<file path="config.mk">
export PLATFORM = sky130hd
export DESIGN_NAME = shift_rotate_seq
export DESIGN_NICKNAME = d
export VERILOG_FILES = /design/src/rtl/shift_rotate_seq.sv
export SDC_FILE = /design/constraint.sdc
export NUM_CORES = 1
export LEC_CHECK = 0
export CELL_PAD_IN_SITES_DETAIL_PLACEMENT = 0
export CELL_PAD_IN_SITES_GLOBAL_PLACEMENT = 1
export CORE_MARGIN = 2
export CORE_UTILIZATION = 41
export CTS_BUF_LIST = sky130_fd_sc_hd__clkbuf_8
export DETAILED_ROUTE_END_ITERATION = 8
export MAX_ROUTING_LAYER = met4
export PLACE_DENSITY_LB_ADDON = 0.1
export SYNTH_ARGS = -nofsm -noshare
export SYNTH_HDL_FRONTEND = slang
export SYNTH_SLANG_ARGS = --single-unit
</file>
<file path="constraint.sdc">
create_clock -name clk -period 3.4 [get_ports clk]
set_input_delay 0.68 -clock clk [delete_from_list [all_inputs] [get_ports clk]]
set_output_delay 0.68 -clock clk [all_outputs]
set_load 0.02 [all_outputs]
</file>
<file path="src/rtl/shift_rotate_seq.sv">
// shift_rotate_seq: multi-cycle barrel-free shifter/rotator.
// One bit position is moved per clock, so an amount of N costs N cycles in RUN.
// The result register o only updates when the operation completes.
module shift_rotate_seq #(
  parameter int WIDTH = 16,
  parameter int AMT_W = 4
) (
  input  logic             clk,
  input  logic             reset,
  input  logic             in_valid,
  output logic             in_ready,
  input  logic [1:0]       op,
  input  logic             inv,
  input  logic [AMT_W-1:0] amt,
  input  logic [WIDTH-1:0] i0,
  output logic [WIDTH-1:0] o,
  output logic             out_valid,
  input  logic             out_ready,
  output logic             busy
);

  typedef enum logic [1:0] {
    IDLE = 2'd0,
    RUN  = 2'd1,
    DONE = 2'd2
  } state_t;

  localparam logic [1:0] OP_SHL = 2'b00;
  localparam logic [1:0] OP_SHR = 2'b01;
  localparam logic [1:0] OP_ROL = 2'b10;

  state_t           state_q, state_d;
  logic [WIDTH-1:0] work_q, work_d;
  logic [AMT_W-1:0] cnt_q, cnt_d;
  logic [1:0]       eop_q, eop_d;
  logic [WIDTH-1:0] o_q, o_d;
  logic [WIDTH-1:0] step_val;

  // Single-position move of the working value; shifts are logical (zero fill).
  function automatic logic [WIDTH-1:0] step_one(input logic [1:0] eop,
                                                input logic [WIDTH-1:0] w);
    logic [WIDTH-1:0] r;
    case (eop)
      OP_SHL:  r = {w[WIDTH-2:0], 1'b0};
      OP_SHR:  r = {1'b0, w[WIDTH-1:1]};
      OP_ROL:  r = {w[WIDTH-2:0], w[WIDTH-1]};
      default: r = {w[0], w[WIDTH-1:1]};
    endcase
    return r;
  endfunction

  // Next step of the working register under the operation fixed at accept time.
  always_comb begin
    step_val = step_one(eop_q, work_q);
  end

  // Next-state logic: accept in IDLE, step in RUN, hold the result in DONE.
  always_comb begin
    state_d = state_q;
    work_d  = work_q;
    cnt_d   = cnt_q;
    eop_d   = eop_q;
    o_d     = o_q;
    case (state_q)
      IDLE: begin
        if (in_valid) begin
          eop_d = {op[1], op[0] ^ inv};
          if (amt == '0) begin
            o_d     = i0;
            state_d = DONE;
          end else begin
            work_d  = i0;
            cnt_d   = amt;
            state_d = RUN;
          end
        end
      end
      RUN: begin
        work_d = step_val;
        cnt_d  = cnt_q - 1'b1;
        if (cnt_q == {{(AMT_W-1){1'b0}}, 1'b1}) begin
          o_d     = step_val;
          state_d = DONE;
        end
      end
      DONE: begin
        if (out_ready) begin
          state_d = IDLE;
        end
      end
      default: begin
        state_d = IDLE;
      end
    endcase
  end

  // State and datapath registers with synchronous active-low reset.
  always_ff @(posedge clk) begin
    if (!reset) begin
      state_q <= IDLE;
      work_q  <= '0;
      cnt_q   <= '0;
      eop_q   <= '0;
      o_q     <= '0;
    end else begin
      state_q <= state_d;
      work_q  <= work_d;
      cnt_q   <= cnt_d;
      eop_q   <= eop_d;
      o_q     <= o_d;
    end
  end

  // Handshake and status outputs are pure decodes of the state register.
  always_comb begin
    in_ready  = (state_q == IDLE);
    out_valid = (state_q == DONE);
    busy      = (state_q != IDLE);
    o         = o_q;
  end

endmodule

</file>
* Word level (Yosys, flattened, before mapping)
Cells that the tools add are included.
Word-level totals: word-level logic and storage cells 42, bits in registers 40
Operators by class: equal/unequal tests 10, muxes and demuxes 16, reductions and logical operators 9, add/subtract/negate cells 1, bitwise logic cells 1
Operator list (number):
- 16-bit 2-to-1 mux | 5
- 16-bit case mux with 2 select lines | 2
- 16-bit case mux with 3 select lines | 1
- 2-bit 2-to-1 mux | 4
- 4-bit 2-to-1 mux | 2
- 4-bit case mux with 2 select lines | 1
- 2-bit inequality test, second input constant | 3
- 2-bit case mux with 3 select lines | 1
- 3-bit AND reduction | 2
- 2-bit by 1-bit equality test with 1-bit output, second input constant | 2
- 2-bit equality test, second input constant | 2
- 4-bit by 1-bit equality test with 1-bit output, second input constant | 1
- 2-bit zero test | 2
- 4-bit zero test | 1
- 2-bit by 1-bit inequality test with 1-bit output, second input constant | 2
- 4-bit AND reduction | 1
- 2-bit nonzero test | 2
- 4-bit by 1-bit subtractor with 4-bit output, second input constant | 1
- 2-bit AND reduction | 1
- 1-bit bitwise XOR | 1

* Depth between registers and ports, before layout
depth in word-level cells 4, mapped depth 7, mapped depth without buffers 6

* Least setup slack after synthesis
OpenSTA, ideal clock, no wires.
path type input to register, start input port amt[0], end register work_q[0], buffers on the path 2, setup slack 1495 ps, setup time 137 ps, data required time 3263 ps, stages 6, arrival time 1769 ps, path through or4_4 and2_4 buf_6 buf_2 nand2_1 a31oi_1
Between the ends: cells in the longest elaborated chain, start to end 3
RTL lines:
- from (decl) | line 14 | input logic [AMT_W-1:0] amt,
- 4-bit zero test | line 68 | if (amt == '0) begin
- 2-bit inequality test (no line)
- 3-bit AND reduction (no line)
- to (signal assigned) | line 107 | work_q <= work_d;
- to (decl) | line 33 | logic [WIDTH-1:0] work_q, work_d;
No other way between the ends. A chain may end at the register's enable or synchronous reset.

* Worst setup path after layout
start register state_q[1], end output port out_valid
Between the ends: cells in the longest elaborated chain, start to end 1
RTL lines:
- from (decl) | line 32 | state_t state_q, state_d;
- from (signal assigned) | line 106 | state_q <= state_d;
- 2-bit equality test | line 117 | out_valid = (state_q == DONE);
- to (decl) | line 17 | output logic out_valid,
No other way between the ends.

==> qor.yml <==
timing.setup.tns_ns: 0
gr-usage-met3_pct: 4.801
dp_hpwl_mm: 3.050
numClockSinks: 40
crit_type: "flop to output pin"
cts_setup_buffers: 0
drc: 0
path_buf_inv: 1
cap_viol_max_count: 0
yosys_register_bits: 40
power_per_cell_area_nw_per_um2: 439.5
max_stage_delay_ns: 0.62
final_common_cell: "sky130_fd_sc_hd__clkdlybuf4s50_1"
detail_route.wirelength_mm: 4.678
htree_levels: 2
final_period_minus_worst_setup_slack_ns: 2.249
cts_tree: "yes"
worst_setup_path_start_kind: "flop"
worst-endpoint-required_ns: 2.72
antenna_found_initial: 0
seqPwrFrac_pct: 49.7
min_delay_path_depth: 2
post_synth_main_area_contributors: "sky130_fd_sc_hd__dfxtp_1, sky130_fd_sc_hd__mux2_2, sky130_fd_sc_hd__nand2_1"
syn-mean-instance-area_um2: 8.361
biggest_area_consumer_among_synthesized_cells: "sky130_fd_sc_hd__dfxtp_1"
die-area_um2: 5383
critical_path_cell_count: 2
post_drt_wl_per_cell_um: 14.31
final_cell_mix: "sky130_fd_sc_hd__clkdlybuf4s50_1, sky130_fd_sc_hd__dfxtp_1, sky130_fd_sc_hd__nand2_1"
crit_chain: "nor2b_1, clkdlybuf4s50_1"
clk-insertion-delay-late_ns: 0.29
hold_viol_final: 0
reg2regPathDepth: 3
synthesis.nets: 265
run_status: "finished clean"
power_frac_clock_pct: 27.5
synth-edff-count: 0
ioPinCount: 46
detailedRoute.firstIterationViolations: 121
power_switching_share_pct: 30.04
clkSlewWorstSetupHoldPaths_ns: 0.07
timing.fmax_mhz: 444.6
finalClockSkew_ns: 0.003905
synth_seq_area_share_pct: 40.58
max-vdd-ir-drop_mv: 0.2380
finalNetCount: 302
worstPathArrival_ns: 1.57
floorplan.core_area_um2: 4692
critical-path-top-delay-family: "buffers and inverters"
post_synth_instance_area_um2: 1973
timing_max_transition_violations_final: 0
netSwitchingPower_uw: 330.3
syn_to_final_growth_pct: 26.76
synthFlopType: "sky130_fd_sc_hd__dfxtp_1"
synth_top_cell_area_share_pct: 40.58
min_period_over_period_pct: 66.15
floorplan.rows: 25
grt.overflow.total: 0
grt_setup_unrepaired: "false"
leakage_nw: 0.9272
layout_setup_ws_ns: 1.151
first_pass_grt_wire_length_mm: 7.866
max-slew-margin-rel_pct: 21.95
drt-vias-per-instance: 5.391
number_of_distinct_standard_cells_referenced_by_the_synthesized_netlist: 37
pre_cts_slack_ns: 0.9048
timing_worst_slew_pin_value_ns: 1.171
synthCells: 236
clock_path_buffers: 2
r2r_setup_slack_ns: 1.31
ctsResizeCount: 0
die_y_um: 73.37
postSynth.asyncResetShare_pct: 0
route.vias.total: 1763
intPower_uw: 769.1
clock-root-buffer: "sky130_fd_sc_hd__clkbuf_8"
share_of_cells_above_drive_strength_1_pct: 11.72
cts_inserted_buffers: 5
numPortBuffers: 45
routabilityCongestion: 0.7598
cp_max_fo: 7
postCtsHoldBufs: 0
cp-end-kind: "output pin"
num_antenna_cells: 0
grt_pass1_vias: 1697
floorplan.initialDensity_pct: 42.05
die_width_um: 73.37
groute.usage.overall_pct: 19.22
dr.pass1.iters: 4
critPathSlowestCell: "sky130_fd_sc_hd__clkdlybuf4s50_1"
ys.warnings.count: 0
top_usage_layer: "met2"
final-setup-viol-count: 0
use_met2_pct: 31.03
grt_max_degree: 37
final_antenna_net_count: 0
combinational_power_share_pct: 22.9
grtUsageMet1_pct: 24.32
hold_path.class: "flop to flop"
per-layer routing:
metal | wire, µm | vias to the layer above
li1 | - | 914
met1 | 2235 | 801
met2 | 2167 | 43
met3 | 231 | 5
met4 | 44 | 0
met5 | 0 | -
through the flow:
| step | cell area [µm²] | utilization, % | power, mW | cells | hold slack [ns] |
|---|---|---|---|---|---|
| finish | 2501 | 53.31 | 1.099 | 327 | 0.4672 |
| global route | 2501 | 53.31 | 1.157 | 327 | 0.4872 |
| CTS | 2501 | 53.31 | 1.108 | 327 | 0.4715 |
| detailed placement | 2424 | 51.65 | 0.8085 | 320 | 0.4606 |
| global placement | 2424 | 51.65 | 0.8095 | 320 | 0.4561 |
| floorplan | 1973 | - | 0.7204 | 236 | 0.4583 |
registers in the layout (all words and copies together) (netlist names):
name     cells
work_q      16
state_q      2
eop_q        2
cnt_q        4
o           16
path summary, 6_finish.rpt:
check	startpoint	to
hold reg to reg	o[12]	o[12]
setup reg to reg	state_q[1]	o[2]
hold / removal	o[12]	o[12]
setup / recovery	state_q[1]	out_valid
Yosys cell counts (all sizes together), types with 3 or more instances:
library cell	count
nor2	22
nand2	38
nand3	16
nor2b	6
o31ai	16
o21ai	18
a31oi	17
clkbuf	4
inv	3
buf	15
mux2	16
dfxtp	40
logic make-up after synthesis:
| logic type | Yosys count | share of synthesized area [%] |
|---|---|---|
| simple gates | 92 | 21.37 |
| compound gates | 61 | 20.67 |
| flops | 40 | 40.58 |
| buf+inv | 22 | 5.517 |
| mux | 18 | 10.15 |
| fa+ha+maj | 2 | 1.268 |
| xor+xnor | 1 | 0.4440 |
power by group through the flow:
stage	clock network (mW)	logic, mW	registers, mW
final	0.302	0.251	0.546
after global routing	0.322	0.283	0.552
after CTS	0.308	0.253	0.546
after detailed placement	0	0.252	0.557
after global placement	0	0.252	0.558
after floorplan	0	0.172	0.549
final cells by class:
cell class	count	area, µm²
fillers	466	2191
multi-input cells	174	1064
flip-flops and latches	40	800.8
repair buffers	49	480.5
clock buffers	5	68.82
well taps	54	67.56
inverters	3	11.26
clock inverters	2	8.758
worst min-delay path, delay by kind of cell, from the launching register on:
kind               cells  cell delay, ns
DFF                    1            0.31
AOI/OAI and AO/OA      1            0.05
and+or+nand+nor        1            0.06
Power figures use the tool's default switching activity.
